[config.mk]
export PLATFORM = sky130hd
export DESIGN_NAME = dds_cmd_seq
export DESIGN_NICKNAME = d
export VERILOG_FILES = /design/src/rtl/dds_pkg.sv /design/src/rtl/dds_cmd_fifo.sv /design/src/rtl/dds_cmd_seq.sv
export SDC_FILE = /design/constraint.sdc
export NUM_CORES = 1
export LEC_CHECK = 0
export ABC_AREA = 1
export CAP_MARGIN = 15
export CORE_MARGIN = 2
export CORE_UTILIZATION = 64
export CTS_CLUSTER_SIZE = 24
export DETAILED_ROUTE_END_ITERATION = 16
export PLACE_DENSITY = 0.85
export SYNTH_ARGS = -nofsm -noshare
export SYNTH_HDL_FRONTEND = slang
export SYNTH_SLANG_ARGS = --single-unit
[constraint.sdc]
create_clock -name clk -period 7.3 [get_ports clk]
set_clock_uncertainty 0.15 [all_clocks]
set_input_delay 1.825 -clock clk [delete_from_list [all_inputs] [get_ports clk]]
set_output_delay 1.825 -clock clk [all_outputs]
set_load 0.005 [all_outputs]
[src/rtl/dds_pkg.sv]
// -----------------------------------------------------------------------------
// dds_pkg
// Shared types and constants for the DDS command sequencer.
//   dds_state_t : sequencer FSM states
//   dds_cmd_t   : one queued command {rwn, data[31:0]} (33 bits)
//   DDS_RWN_*   : encoding of the controller R/Wn level
//   DDS_DEFAULT_TIMEOUT / DDS_DEFAULT_GAP : default timing parameters
// -----------------------------------------------------------------------------
package dds_pkg;

  typedef enum logic [1:0] {
    ST_IDLE,
    ST_LAUNCH,
    ST_WAIT_DONE,
    ST_GAP
  } dds_state_t;

  typedef struct packed {
    logic        rwn;
    logic [31:0] data;
  } dds_cmd_t;

  localparam logic DDS_RWN_READ  = 1'b1;
  localparam logic DDS_RWN_WRITE = 1'b0;

  localparam int DDS_DEFAULT_TIMEOUT = 63;
  localparam int DDS_DEFAULT_GAP     = 2;

endpackage

[src/rtl/dds_cmd_fifo.sv]
// -----------------------------------------------------------------------------
// dds_cmd_fifo
// Synchronous command FIFO, DEPTH entries of dds_cmd_t.
//   clk, rstn  : clock, asynchronous active-low reset
//   flush      : empties the FIFO on the next edge; wins over push and pop
//   push       : write push_data (ignored when full)
//   pop        : advance past head (ignored when empty)
//   head       : entry at the read pointer (valid while !empty)
//   full/empty : status flags derived from level
//   level      : number of entries held, 0..DEPTH
// -----------------------------------------------------------------------------
module dds_cmd_fifo
  import dds_pkg::*;
#(
  parameter int DEPTH = 16
) (
  input  logic                         clk,
  input  logic                         rstn,
  input  logic                         flush,
  input  logic                         push,
  input  dds_cmd_t                     push_data,
  input  logic                         pop,
  output dds_cmd_t                     head,
  output logic                         full,
  output logic                         empty,
  output logic [$clog2(DEPTH+1)-1:0]   level
);

  localparam int AW = $clog2(DEPTH);
  localparam int LW = $clog2(DEPTH + 1);

  dds_cmd_t        mem [DEPTH];
  logic [AW-1:0]   wr_ptr;
  logic [AW-1:0]   rd_ptr;
  logic            push_ok;
  logic            pop_ok;

  assign full    = (level == LW'(DEPTH));
  assign empty   = (level == '0);
  assign push_ok = push && !full;
  assign pop_ok  = pop && !empty;
  assign head    = mem[rd_ptr];

  // Pointers are AW bits wide and DEPTH is a power of two, so they wrap
  // modulo DEPTH on their own.
  // NOTE: sequential state uses non-blocking assignments so every register
  // samples pre-edge values regardless of statement order.
  always_ff @(posedge clk or negedge rstn) begin
    if (!rstn) begin
      wr_ptr <= '0;
      rd_ptr <= '0;
      level  <= '0;
    end else if (flush) begin
      wr_ptr <= '0;
      rd_ptr <= '0;
      level  <= '0;
    end else begin
      if (push_ok) wr_ptr <= wr_ptr + 1'b1;
      if (pop_ok)  rd_ptr <= rd_ptr + 1'b1;
      case ({push_ok, pop_ok})
        2'b10:   level <= level + 1'b1;
        2'b01:   level <= level - 1'b1;
        default: level <= level;
      endcase
    end
  end

  // NOTE: the storage array has no reset; contents are only observed after a
  // push has written them, so resetting it would only cost flops.
  always_ff @(posedge clk) begin
    if (push_ok && !flush) mem[wr_ptr] <= push_data;
  end

endmodule

[src/rtl/dds_cmd_seq.sv]
// -----------------------------------------------------------------------------
// dds_cmd_seq
// Queues DDS register read/write commands and plays them one at a time into
// the DDS parallel-port controller over its Start/Busy handshake.
//   clk, rstn            : clock, asynchronous active-low reset
//   cmd_valid/cmd_ready  : command push handshake (ready = FIFO not full)
//   cmd_rwn, cmd_data    : command type (1=read) and address/data word
//   flush                : drop all queued commands (in-flight one completes)
//   fifo_level           : entries queued
//   idle                 : FIFO empty and sequencer in IDLE
//   rd_valid, rd_data    : one-cycle read-back pulse and captured word
//   err_timeout, err_clr : sticky "controller never went busy" flag and clear
//   dds_start, dds_busy  : transaction request / controller busy
//   dds_dataout, dds_wr  : word and R/Wn level presented to the controller
//   dds_datain           : controller read-back word
// -----------------------------------------------------------------------------
module dds_cmd_seq
  import dds_pkg::*;
#(
  parameter int DEPTH   = 16,
  parameter int TIMEOUT = DDS_DEFAULT_TIMEOUT,
  parameter int GAP     = DDS_DEFAULT_GAP
) (
  input  logic                        clk,
  input  logic                        rstn,
  input  logic                        cmd_valid,
  output logic                        cmd_ready,
  input  logic                        cmd_rwn,
  input  logic [31:0]                 cmd_data,
  input  logic                        flush,
  output logic [$clog2(DEPTH+1)-1:0]  fifo_level,
  output logic                        idle,
  output logic                        rd_valid,
  output logic [31:0]                 rd_data,
  output logic                        err_timeout,
  input  logic                        err_clr,
  output logic                        dds_start,
  input  logic                        dds_busy,
  output logic [31:0]                 dds_dataout,
  output logic                        dds_wr,
  input  logic [31:0]                 dds_datain
);

  // One counter serves as the LAUNCH timeout timer and the GAP timer.
  localparam int CNT_MAX = (TIMEOUT > GAP) ? TIMEOUT : GAP;
  localparam int CW      = $clog2(CNT_MAX + 1);
  localparam logic [CW-1:0] TO_LAST  = CW'(TIMEOUT - 1);
  localparam logic [CW-1:0] GAP_LAST = CW'(GAP - 1);

  dds_state_t     state_q, state_d;
  logic [CW-1:0]  cnt_q, cnt_d;
  dds_cmd_t       push_cmd;
  dds_cmd_t       head;
  dds_cmd_t       cur_q;
  logic           fifo_full;
  logic           fifo_empty;
  logic           pop;
  logic           abort;
  logic           rd_done;

  assign push_cmd = '{rwn: cmd_rwn, data: cmd_data};

  dds_cmd_fifo #(.DEPTH(DEPTH)) u_fifo (
    .clk       (clk),
    .rstn      (rstn),
    .flush     (flush),
    .push      (cmd_valid && cmd_ready),
    .push_data (push_cmd),
    .pop       (pop),
    .head      (head),
    .full      (fifo_full),
    .empty     (fifo_empty),
    .level     (fifo_level)
  );

  // Ready depends on the full flag alone: a pop in the same cycle does not
  // open a slot for a push.
  assign cmd_ready   = !fifo_full;
  assign idle        = fifo_empty && (state_q == ST_IDLE);
  assign dds_start   = (state_q == ST_LAUNCH);
  // The captured command is only reloaded on the next pop, so the word and
  // R/Wn level stay put for the whole controller frame.
  assign dds_dataout = cur_q.data;
  assign dds_wr      = cur_q.rwn;

  // NOTE: every signal driven here gets a default first, so no path through
  // the case can leave one unassigned and infer a latch.
  always_comb begin
    state_d = state_q;
    cnt_d   = '0;
    pop     = 1'b0;
    abort   = 1'b0;
    rd_done = 1'b0;
    case (state_q)
      ST_IDLE: begin
        if (!fifo_empty && !dds_busy) begin
          pop     = 1'b1;
          state_d = ST_LAUNCH;
        end
      end
      ST_LAUNCH: begin
        if (dds_busy) begin
          state_d = ST_WAIT_DONE;
        end else if (cnt_q == TO_LAST) begin
          abort   = 1'b1;
          state_d = ST_GAP;
        end else begin
          cnt_d = cnt_q + 1'b1;
        end
      end
      ST_WAIT_DONE: begin
        if (!dds_busy) begin
          rd_done = (cur_q.rwn == DDS_RWN_READ);
          state_d = ST_GAP;
        end
      end
      ST_GAP: begin
        if (cnt_q == GAP_LAST) state_d = ST_IDLE;
        else                   cnt_d   = cnt_q + 1'b1;
      end
      default: state_d = ST_IDLE;
    endcase
  end

  always_ff @(posedge clk or negedge rstn) begin
    if (!rstn) begin
      state_q     <= ST_IDLE;
      cnt_q       <= '0;
      cur_q       <= '{rwn: DDS_RWN_READ, data: 32'h0};
      rd_valid    <= 1'b0;
      rd_data     <= '0;
      err_timeout <= 1'b0;
    end else begin
      state_q  <= state_d;
      cnt_q    <= cnt_d;
      rd_valid <= rd_done;
      if (pop)     cur_q   <= head;
      if (rd_done) rd_data <= dds_datain;
      // A new abort wins over a clear arriving in the same cycle.
      if (abort)        err_timeout <= 1'b1;
      else if (err_clr) err_timeout <= 1'b0;
    end
  end

endmodule

Word-level counts from Yosys, hierarchy flattened
Memory sizes are Yosys's and may differ from the RTL's. A register that Yosys moved wholly into a read port is not among the register bits.
Cells that the tools add are included.
{"block": "totals", "wordCells": 71, "ramBits": 528, "n_memories": 1, "reg_bits": 55}
{"name": "u_fifo.mem", "depth": 16, "width": 33, "read_ports": 1, "rd_clocked_by_memory_dff": 1, "wr": 1, "line_no": "dds_cmd_fifo.sv:32", "rtl": "dds_cmd_t mem [DEPTH];"}
{"block": "op_classes", "n_eq_ne": 12, "reduce_logical": 18, "n_addsub": 5, "mux": 27}
{"op": "$mux W6", "count": 3}
{"op": "$mux W4", "count": 4}
{"op": "$pmux W6 S2", "count": 1}
{"op": "$mux W1", "count": 11}
{"op": "$mux W2", "count": 5}
{"op": "$pmux W5 S2", "count": 1}
{"op": "$add A4 B1 Y4 const B", "count": 2}
{"op": "$pmux W2 S4", "count": 1}
{"op": "$add A6 B1 Y6 const B", "count": 1}
{"op": "$eq A2 B2 Y1 const B", "count": 3}
{"op": "$eq A6 B1 Y1 const B", "count": 1}
{"op": "$eq A6 B6 Y1 const B", "count": 1}
{"op": "$logic_and A1 B1 Y1", "count": 6}
{"op": "$reduce_bool A2 Y1", "count": 3}
{"op": "$add A5 B1 Y5 const B", "count": 1}
{"op": "$eq A5 B5 Y1 const B", "count": 1}
{"op": "$logic_not A1 Y1", "count": 5}
{"op": "$logic_not A5 Y1", "count": 1}
{"op": "$mux W5", "count": 1}
{"op": "$sub A5 B1 Y5 const B", "count": 1}
{"op": "$eq A2 B1 Y1 const B", "count": 2}
{"op": "$ne A2 B2 Y1 const B", "count": 2}
{"op": "$reduce_and A4 Y1", "count": 1}
{"op": "$ne A3 B1 Y1 const B", "count": 1}
{"op": "3 further kinds", "count": 3}

Logic depth before layout (Yosys ltp)
Gate-level depths: netlist (run 1).
{"block": "logic_depth", "depth_word": 9, "depth_mapped": 15, "ltp_nobuf": 15}

Hierarchy
Synthesis (run 1) repeated with hierarchy kept, for this count alone.
{"block": "hier_totals", "hier_cells": 2004, "area_unflattened_um2": 24583.6}
{"mod": "dds_cmd_fifo", "instances": 1, "seq_area_each_um2": 16180.5, "cells_each": 1662, "area_each_um2": 21569.4}
{"mod": "dds_cmd_seq", "instances": 1, "seq_area_each_um2": 1878.1, "cells_each": 342, "area_each_um2": 3014.1}

Worst setup path after synthesis (run 1)
Ideal clock, no wire load.
{"block": "synth_path", "path_kind": "input to register", "startpoint": "input flush", "endpoint": "memory u_fifo.mem[6][0] (netlist bit) (enable)", "cell_stages": 4, "setup_ps": 464, "setup_slack_ps": 2011, "path_buffers": 1, "t_arrival_ps": 4675, "cell_sequence": "buf_2 -> nor2_1 -> inv_1 -> nor3_1"}
{"block": "synth_between", "elab_chain_cells": 4}
{"element": "start, declared", "line_no": "dds_cmd_seq.sv:30", "rtl": "input logic flush,"}
{"element": "$logic_not A1 Y1", "line_no": "dds_cmd_fifo.sv:71", "rtl": "if (push_ok && !flush) mem[wr_ptr] <= push_data;"}
{"element": "$logic_and A1 B1 Y1", "line_no": "dds_cmd_fifo.sv:71"}
{"element": "$mux W1", "line_no": "dds_cmd_fifo.sv:71"}
{"element": "$mux W1 (implied by the code)", "line_no": "dds_cmd_fifo.sv:71"}
{"element": "end, declared", "line_no": "dds_cmd_fifo.sv:32"}
Every way passes these cells.

Final worst setup path (run 1)
{"block": "layout_path", "startpoint": "input flush", "endpoint": "memory u_fifo.mem[9][22] (netlist bit) (enable)"}
The elaborated chain is that of the path after synthesis.

==> results of run 1 <==
-- metrics by stage --
stage,instances,total power [mW],util,hold WS [ns],worst slack [ns]
2_1_floorplan,1825,5.226,-,0.3224,2.011
3_3_place_gp,2385,5.902,0.6949,0.3122,2.524
3_5_place_dp,2385,5.995,0.6949,0.3140,2.364
4_1_cts,2494,9.008,0.7466,0.3321,3.006
5_1_grt,2498,9.357,0.7496,0.3505,2.914
6_report,2498,9.006,0.7496,0.3276,2.965
-- final cells by class --
class,count,area share
inverter,34,0.004776
sequential,616,0.6445
clock inverter,40,0.01428
tap,511,0.02281
clock buffer,69,0.05472
timing repair buffer,174,0.06231
multi-input combinational,1054,0.1966
-- metal layers --
metal	track usage	wire length (µm)	up-vias
met3	0.04752	5460	160
li1	-	-	6993
met2	0.5005	29480	1010
met5	0	0	-
met1	0.3819	21260	7919
met4	0.1359	2045	0
-- worst paths after layout --
path                                       start           endpoint  depth (start not counted)
min in group asynchronous                   rstn        rd_data[25]                          1
worst min register to register       rd_data[28]        rd_data[28]                          2
worst min-delay path                 rd_data[28]        rd_data[28]                          2
worst max-delay path                       flush  u_fifo.mem[9][22]                          4
max in group asynchronous                   rstn   u_fifo.rd_ptr[1]                          2
worst max register to register  u_fifo.rd_ptr[1]    dds_dataout[24]                          9
-- worst min-delay path, delay by kind of cell, from the launching register on --
kind	cells	cell delay [ns]
flops	1	0.34
simple gates	2	0.10
-- cell usage in the layout (no fill, tap or decap), types with 2 or more instances in the layout --
master,netlist,final
nor2_4,3,11
bufinv_16,0,7
nand2_1,133,133
nand3_1,98,98
o22ai_1,29,29
dfrtp_4,0,2
a21oi_1,7,7
clkinv_2,0,18
inv_6,0,2
clkinv_1,1,6
inv_1,29,28
clkinv_4,0,5
edfxtp_1,528,528
clkbuf_16,0,59
dfrtp_1,87,84
buf_16,0,4
o21a_1,34,34
clkinvlp_4,0,4
clkbuf_8,0,2
xor2_1,3,3
xnor2_1,3,3
o21ai_0,253,253
buf_4,7,26
ha_1,15,15
nand3_2,2,2
o21ai_1,36,36
clkbuf_1,82,8
clkdlybuf4s50_1,0,144
o221ai_1,104,104
nor2_1,316,308
inv_2,4,4
nor3_2,1,9
-- flip-flops by register name (all words and copies together) (netlist names), 2 cells and up --
name	flops
rd_data	32
u_fifo.wr_ptr	4
state_q	2
u_fifo.rd_ptr	4
u_fifo.level	5
dds_dataout	32
cnt_q	6
u_fifo.mem	528
-- cell families (layout without fill, tap and decap cells) --
logic type	Yosys count	count (layout)	share of synthesized area
AOI/OAI and AO/OA	467	467	0.1184
adders and majority gates	15	15	0.007764
and+or+nand+nor	566	566	0.09555
DFF	616	616	0.7471
xor gates and xnor gates	6	6	0.002174
buffers and inverters	155	317	0.02904
-- power by group --
part	total (mW)	internal [mW]	leakage [nW]	switching, mW
combinational	1.70	0.741	2.79	0.962
sequential	4.26	4.06	5.83	0.204
clock	3.04	1.75	0.951	1.29
==> metrics.yaml, run 1 <==
placement:
  place.gp.congestion: 0.8814
  postPlaceCellArea_um2: 25990
  place.port_buffers: 145
  place_hpwl_um: 30000
setup_path:
  path_cells: "clkdlybuf4s50_1 -> nor2_1 -> nand2_1 -> nor2_4"
  arrival_ns: 4.39
  worst_setup_path_end_kind: "flip-flop"
  reg2reg_slack_ns: 3.67
  required_ns: 7.36
  path_delay_family: "simple AND/OR/NAND/NOR gates"
  startpoint_type: "primary input"
  path_class: "primary input to flip-flop"
  slowest_stage: "nor2_4"
  crit_buf_inv: 1
  cp_max_fo: 33
  slowest_delay_ns: 1.04
pwr:
  p_per_area_nw_per_um2: 321.3
  peakVddDrop_uv: 274.2
  p_leak_nw: 9.572
yosys:
  synth_seq_cells: 616
  syn_nets: 1911
  syn_inst: 1825
  yosys_warnings: 0
  synth_area_leaders: "edfxtp_1, dfrtp_1, o21ai_0"
  ys_seq_area_frac: 0.7471
  synth_top_area_share: 0.6559
  yosysTopAreaCell: "edfxtp_1"
  ys.flop_type: "edfxtp_1"
  synth-edff-count: 528
  synth.top_cells.by_count: "edfxtp_1, nor2_1, o21ai_0, nand2_1, o221ai_1"
  async_flop_share: 0.1429
  netlist_area_um2: 24170
  synth_area_per_cell_um2: 13.24
  synth_most_common_cell: "edfxtp_1"
  synth_cell_types: 35
global_route:
  grt_use_total: 0.2965
  grt_antenna_before_repair: 0
  gr-total-overflow: 0
  grt_max_degree: 160
  grt_pass1_vias: 16070
  grt_pass1_wl_um: 87590
final_layout:
  drive_gt1_frac: 0.08052
  final_cell_area_um2: 28030
  fin_nets: 2024
  diodes: 0
  area_delta_synth_final_pct: 15.97
  fillers: 2142
  ff_latch_area_um2: 18070
  multi_input_area_um2: 5512
detailed_routing:
  firstDrtPassIters: 6
  final_antenna_net_count: 0
  routedWlPerCell_um: 23.32
  via_per_inst: 6.438
  vias: 16080
  finalWirelength_um: 58250
  drt_iter0_drc: 2238
  drc: 0
cts:
  clkTransAtPathRegs_ns: 0.06
  cts_tree: "built"
  ctsLongestPathBuffers: 3
  post_cts_resized: 0
  cts-buffers-inserted: 58
  cts_sinks: 616
  clockRootBuffer: "clkbuf_16"
  postCtsHoldBufs: 0
  htreeDepth: 2
  post_cts_buffers: 0
  clk_latency_ns: 0.61
min_path:
  hp-class: "flip-flop to flip-flop"
timing:
  hold_violations: 0
  drv_slew: 0
  setup_violations: 0
  grt_setup_unrepaired: "false"
  post-route-min-period_ns: 4.335
  maxSlewHeadroom: 0.1558
  worst_slew_pin_slew_ns: 1.263
  finalCritPeriodShare: 0.5939
  clock.fmax_ghz: 0.2307
  setup_tns_ns: 0
run_status:
  status: "complete, no violations"
floorplanning:
  num_rows: 71
  dieArea_um2: 39340
  die_height_um: 198.3
  core-area_um2: 37400
  pin_count: 146
  start_util: 0.6463
  die_w_um: 198.3
job:
  drv_cap: 0
Power figures use the tool's default switching activity.
==> run 2, diff against run 1 <==
- CORE_UTILIZATION: 64 -> 53
- PLACE_DENSITY: 0.85 -> 0.75
- clock period: 7.3 -> 3.6 ns (I/O delays scaled with it)
==> metrics.yaml, run 2 (synthesis gave the netlist of run 1 again) <==
timing:
  grt_setup_unrepaired: "false"
  clock.fmax_ghz: 0.3134
  hold_slack_ns: 0.1482  # -0.1794 ns
  maxSlewHeadroom: 0.3651  # +0.2093
  post-route-min-period_ns: 3.191
  worst_slew_pin_slew_ns: 0.9512  # -0.3121 ns
  drv_slew: 0  # unchanged
  finalCritPeriodShare: 0.8863
  setup_tns_ns: 0  # unchanged
  setup_violations: 0  # unchanged
  hold_violations: 0  # unchanged
detailed_routing:
  final_antenna_net_count: 0  # unchanged
  drt_iter0_drc: 1883  # -16%
  firstDrtPassIters: 6  # unchanged
  routedWlPerCell_um: 21.83  # -6.4%
  drc: 0  # unchanged
  vias: 15620  # -2.9%
  via_per_inst: 5.979  # -7.1%
  finalWirelength_um: 57030  # -2.1%
setup_path:
  reg2reg_slack_ns: 1.13  # -2.54 ns
  worst_setup_path_end_kind: "output pin"
  path_class: "flip-flop to output pin"
  required_ns: 2.55  # -4.81 ns
  arrival_ns: 2.14  # -2.25 ns
  cp_max_fo: 4  # -88%
  startpoint_type: "flip-flop"
final_layout:
  area_delta_synth_final_pct: 17.78
  mostFrequentLayoutCell: "edfxtp_1"
  regMostFlops: "u_fifo.mem"
  fillers: 3218  # +50%
  multi_input_area_um2: 5512  # unchanged
  ff_latch_area_um2: 18070  # unchanged
  utilization: 0.6301  # -0.1195
  fin_nets: 2047  # +1.1%
  largest_register_ffs: 528  # unchanged
  final_cell_mix: "edfxtp_1, nor2_1, o21ai_0"
  drive_gt1_frac: 0.08752  # +0.006995
  final_cell_area_um2: 28470  # +1.6%
placement:
  place.gp.congestion: 0.8024  # -9.0%
  place_hpwl_um: 31930  # +6.4%
  postPlaceCellArea_um2: 26460  # +1.8%
  place.port_buffers: 145  # unchanged
global_route:
  gr-total-overflow: 0  # unchanged
  grt_pass1_vias: 15610  # -2.9%
  grt_antenna_before_repair: 1  # +1
  grt_max_degree: 203  # +27%
  grt_pass1_wl_um: 87640  # about the same
  grt_use_total: 0.2403  # -0.05620
cts:
  ctsLongestPathBuffers: 3  # unchanged
  post_cts_resized: 0  # unchanged
  clk_latency_ns: 0.62  # about the same
  clockRootBuffer: "clkbuf_16"
  cts-buffers-inserted: 59  # +1.7%
  postCtsHoldBufs: 0  # unchanged
  htreeDepth: 2  # unchanged
  post_cts_buffers: 0  # unchanged
  cts_sinks: 616  # unchanged
  cts_tree: "built"
  clkTransAtPathRegs_ns: 0.06  # about the same
floorplanning:
  start_util: 0.5349  # -0.1114
  die_w_um: 217.6  # +9.7%
  pin_count: 146  # unchanged
  dieArea_um2: 47330  # +20%
  core-area_um2: 45190  # +21%
  die_height_um: 217.6  # +9.7%
  num_rows: 78  # +9.9%
min_path:
  hp-class: "primary input to async pin"
pwr:
  p_per_area_nw_per_um2: 649.3  # +100%
  power_mw: 18.49  # +110%
  p_leak_nw: 9.740  # +1.8%
  peakVddDrop_uv: 394.5  # +44%
job:
  drv_cap: 0  # unchanged
run_status:
  status: "complete, no violations"
run 2: cell type report:
cell class                      count  share of cell area
Tap cell                          600             0.02637
Multi-Input combinational cell   1054              0.1936
Inverter                           34            0.004702
Clock buffer                       80             0.05784
Clock inverter                     31             0.01275
Antenna cell                        1          0.00008790
Sequential cell                   616              0.6346
Timing Repair Buffer              196             0.07005
run 2: path summary, 6_finish.rpt:
path | to | from | cells past startpoint
max | idle | state_q[0] | 5
min | dds_dataout[3] | rstn | 1
max reg2reg | u_fifo.mem[10][31] | u_fifo.level[0] | 8
min reg2reg | rd_data[14] | rd_data[14] | 2
max in group asynchronous | dds_dataout[11] | rstn | 2
min in group clk | rd_data[14] | rd_data[14] | 2
run 2: routing by layer:
layer | share of wire | routed length [µm] | global-route usage | up-vias
li1 | - | - | - | 7044
met4 | 0.025 | 1411 | 0.07945 | 0
met3 | 0.073 | 4185 | 0.03584 | 98
met5 | 0 | 0 | 0 | -
met1 | 0.41 | 23200 | 0.3235 | 7785
met2 | 0.50 | 28230 | 0.4042 | 691
run 2: critical path, cell delays in order, from the launching register on:
cell,delay [ns]
dfrtp_1,0.42
inv_1,0.14
ha_1,0.22
inv_1,0.09
nor2_1,0.12
clkdlybuf4s50_1,0.53
run 2: power breakdown:
part	internal (mW)	switching (mW)	total, mW
clock network	3.77	2.58	6.35
registers	8.23	0.310	8.54
logic	1.55	2.04	3.60
total	13.6	4.94	18.5
run 2: stage by stage:
step	instances	setup slack, ns
3_3_place_gp	2500	0.5452
5_1_grt	2612	0.3149
3_5_place_dp	2500	0.4987
4_1_cts	2611	0.3928
2_1_floorplan	1825	-0.7644
6_report	2612	0.4091
==> run 3, diff against run 2 <==
- CORE_UTILIZATION: 53 -> 30
- PLACE_DENSITY: 0.75 -> 0.55
- clock period: 3.6 -> 3.8 ns (I/O delays scaled with it)
==> metrics.yaml, run 3 (synthesis gave the netlist of run 1 again) <==
run_status:
  status: "complete, no violations"
timing:
  drv_slew: 0  # unchanged
  maxSlewHeadroom: 0.2957  # -0.06943
  setup_violations: 0  # unchanged
  clock.fmax_ghz: 0.3100
  layout_setup_ws_ns: 0.5740  # +0.1649 ns
  grt_setup_unrepaired: "false"
  worst_slew_pin_slew_ns: 1.056  # +0.1052 ns
  hold_violations: 0  # unchanged
  post-route-min-period_ns: 3.226
  finalCritPeriodShare: 0.8489
cts:
  clockRootBuffer: "clkbuf_16"
  htreeDepth: 2  # unchanged
  post_cts_buffers: 0  # unchanged
  clkTransAtPathRegs_ns: 0.06  # about the same
  clk_latency_ns: 0.63  # about the same
  cts_sinks: 616  # unchanged
  ctsLongestPathBuffers: 3  # unchanged
  cts-buffers-inserted: 61  # +3.4%
  postCtsHoldBufs: 0  # unchanged
  cts_tree: "built"
  post_cts_resized: 0  # unchanged
placement:
  postPlaceCellArea_um2: 27050  # +2.2%
  place.port_buffers: 145  # unchanged
  pre_cts_ws_ns: 0.5553  # +0.05659 ns
  place_hpwl_um: 35890  # +12%
  placed_cells: 2957  # +18%
  place.gp.congestion: 0.8176  # +1.9%
final_layout:
  drive_gt1_frac: 0.08698  # -0.0005405
  area_delta_synth_final_pct: 20.43
  diodes: 0  # -1
  regMostFlops: "u_fifo.mem"
  mostFrequentLayoutCell: "edfxtp_1"
  final_cell_mix: "edfxtp_1, nor2_1, o21ai_0"
  finalNonFillerCells: 3072  # +18%
  fin_nets: 2046  # -0.049%
  largest_register_ffs: 528  # unchanged
  final_cell_area_um2: 29110  # +2.2%
setup_path:
  cp_common_cell: "inv_1"
  slowest_delay_ns: 0.53  # about the same
  path_delay_family: "buffers and inverters"
  path_class: "flip-flop to output pin"
  cp_max_fo: 4  # unchanged
  required_ns: 2.70  # +0.15 ns
  arrival_ns: 2.13  # about the same
  path_cells: "inv_1 -> ha_1 -> inv_1 -> nor2_1 -> clkdlybuf4s50_1"
  crit_buf_inv: 3  # unchanged
  startpoint_type: "flip-flop"
  slowest_stage: "clkdlybuf4s50_1"
  cp.depth: 5  # unchanged
  reg2reg_slack_ns: 1.14  # about the same
  rr_worst_depth: 8  # unchanged
  worst_setup_path_end_kind: "output pin"
job:
  drv_cap: 0  # unchanged
floorplanning:
  dieArea_um2: 82860  # +75%
  die_w_um: 287.9  # +32%
  pin_count: 146  # unchanged
  start_util: 0.3016  # -0.2334
  core-area_um2: 80160  # +77%
  die_height_um: 287.9  # +32%
  num_rows: 104  # +33%
pwr:
  p_per_area_nw_per_um2: 606.0  # -6.7%
  peakVddDrop_uv: 424.4  # +7.6%
  p_leak_nw: 9.728  # -0.12%
  power_mw: 17.64  # -4.6%
detailed_routing:
  finalWirelength_um: 62850  # +10%
  drt_iter0_drc: 1175  # -38%
  via_per_inst: 5.032  # -16%
  drc: 0  # unchanged
  vias: 15460  # -1.0%
  final_antenna_net_count: 0  # unchanged
  routedWlPerCell_um: 20.46  # -6.3%
  firstDrtPassIters: 5  # -1
min_path:
  holdPathStages: 2
  hp-class: "flip-flop to flip-flop"
global_route:
  grt_pass1_wl_um: 94930  # +8.3%
  grt_pass1_vias: 15370  # -1.6%
  grt_antenna_before_repair: 0  # -1
  grt_max_degree: 153  # -25%
  grt_use_total: 0.1492  # -0.09110
  gr-total-overflow: 0  # unchanged
run 3: changes by cell type in the layout (fill, tap and decap cells not counted), sizes merged:
cell	change
buf	-3
clkbuf	+5
clkinv	-4
clkinvlp	+5
diode	-1
bufinv	-2
run 3: worst min-delay path: stages (launching register included):
cell     delay [ns]
dfrtp_1        0.34
nand2_1        0.05
nand2_1        0.06
run 3: layout make-up:
class / instances / area [µm²]
clock buffer: 85 / 1717
clock inverter: 30 / 344.1
fill: 7661 / 51050
inverter: 34 / 133.9
multi-input combinational: 1054 / 5512
sequential: 616 / 18070
tap: 1060 / 1326
timing repair buffer: 193 / 2009
run 3: metrics by stage:
step / setup TNS [ns] / utilization / hold slack [ns]
detailed placement: 0 / 0.3374 / 0.3188
CTS: 0 / 0.3632 / 0.3357
floorplan: -128.56 / - / 0.3224
global route: 0 / 0.3632 / 0.3494
finish: 0 / 0.3632 / 0.3300
global placement: 0 / 0.3374 / 0.3109
run 3: path summary, 6_finish.rpt:
check                                       from             end
worst max register to register  u_fifo.rd_ptr[0]  dds_dataout[4]
worst min-delay path                 rd_data[14]     rd_data[14]
min in group asynchronous                   rstn        cnt_q[3]
worst min register to register       rd_data[14]     rd_data[14]
max in group asynchronous                   rstn  dds_dataout[2]
worst max-delay path                  state_q[1]            idle
run 3: power breakdown:
part | leakage [nW] | internal, mW | total (mW) | switching (mW)
Sequential | 5.83 | 7.79 | 8.16 | 0.370
Combinational | 2.91 | 1.46 | 3.38 | 1.92
Clock | 0.988 | 3.56 | 6.10 | 2.53
Total | 9.73 | 12.8 | 17.6 | 4.82
run 3: layer usage:
metal	wire length, µm	vias up	part of all wire	GRT usage
li1	-	7043	-	-
met1	27980	7856	0.45	0.2025
met2	29810	478	0.47	0.2436
met3	3550	82	0.056	0.02686
met4	1506	0	0.024	0.04508
met5	0	-	0	0
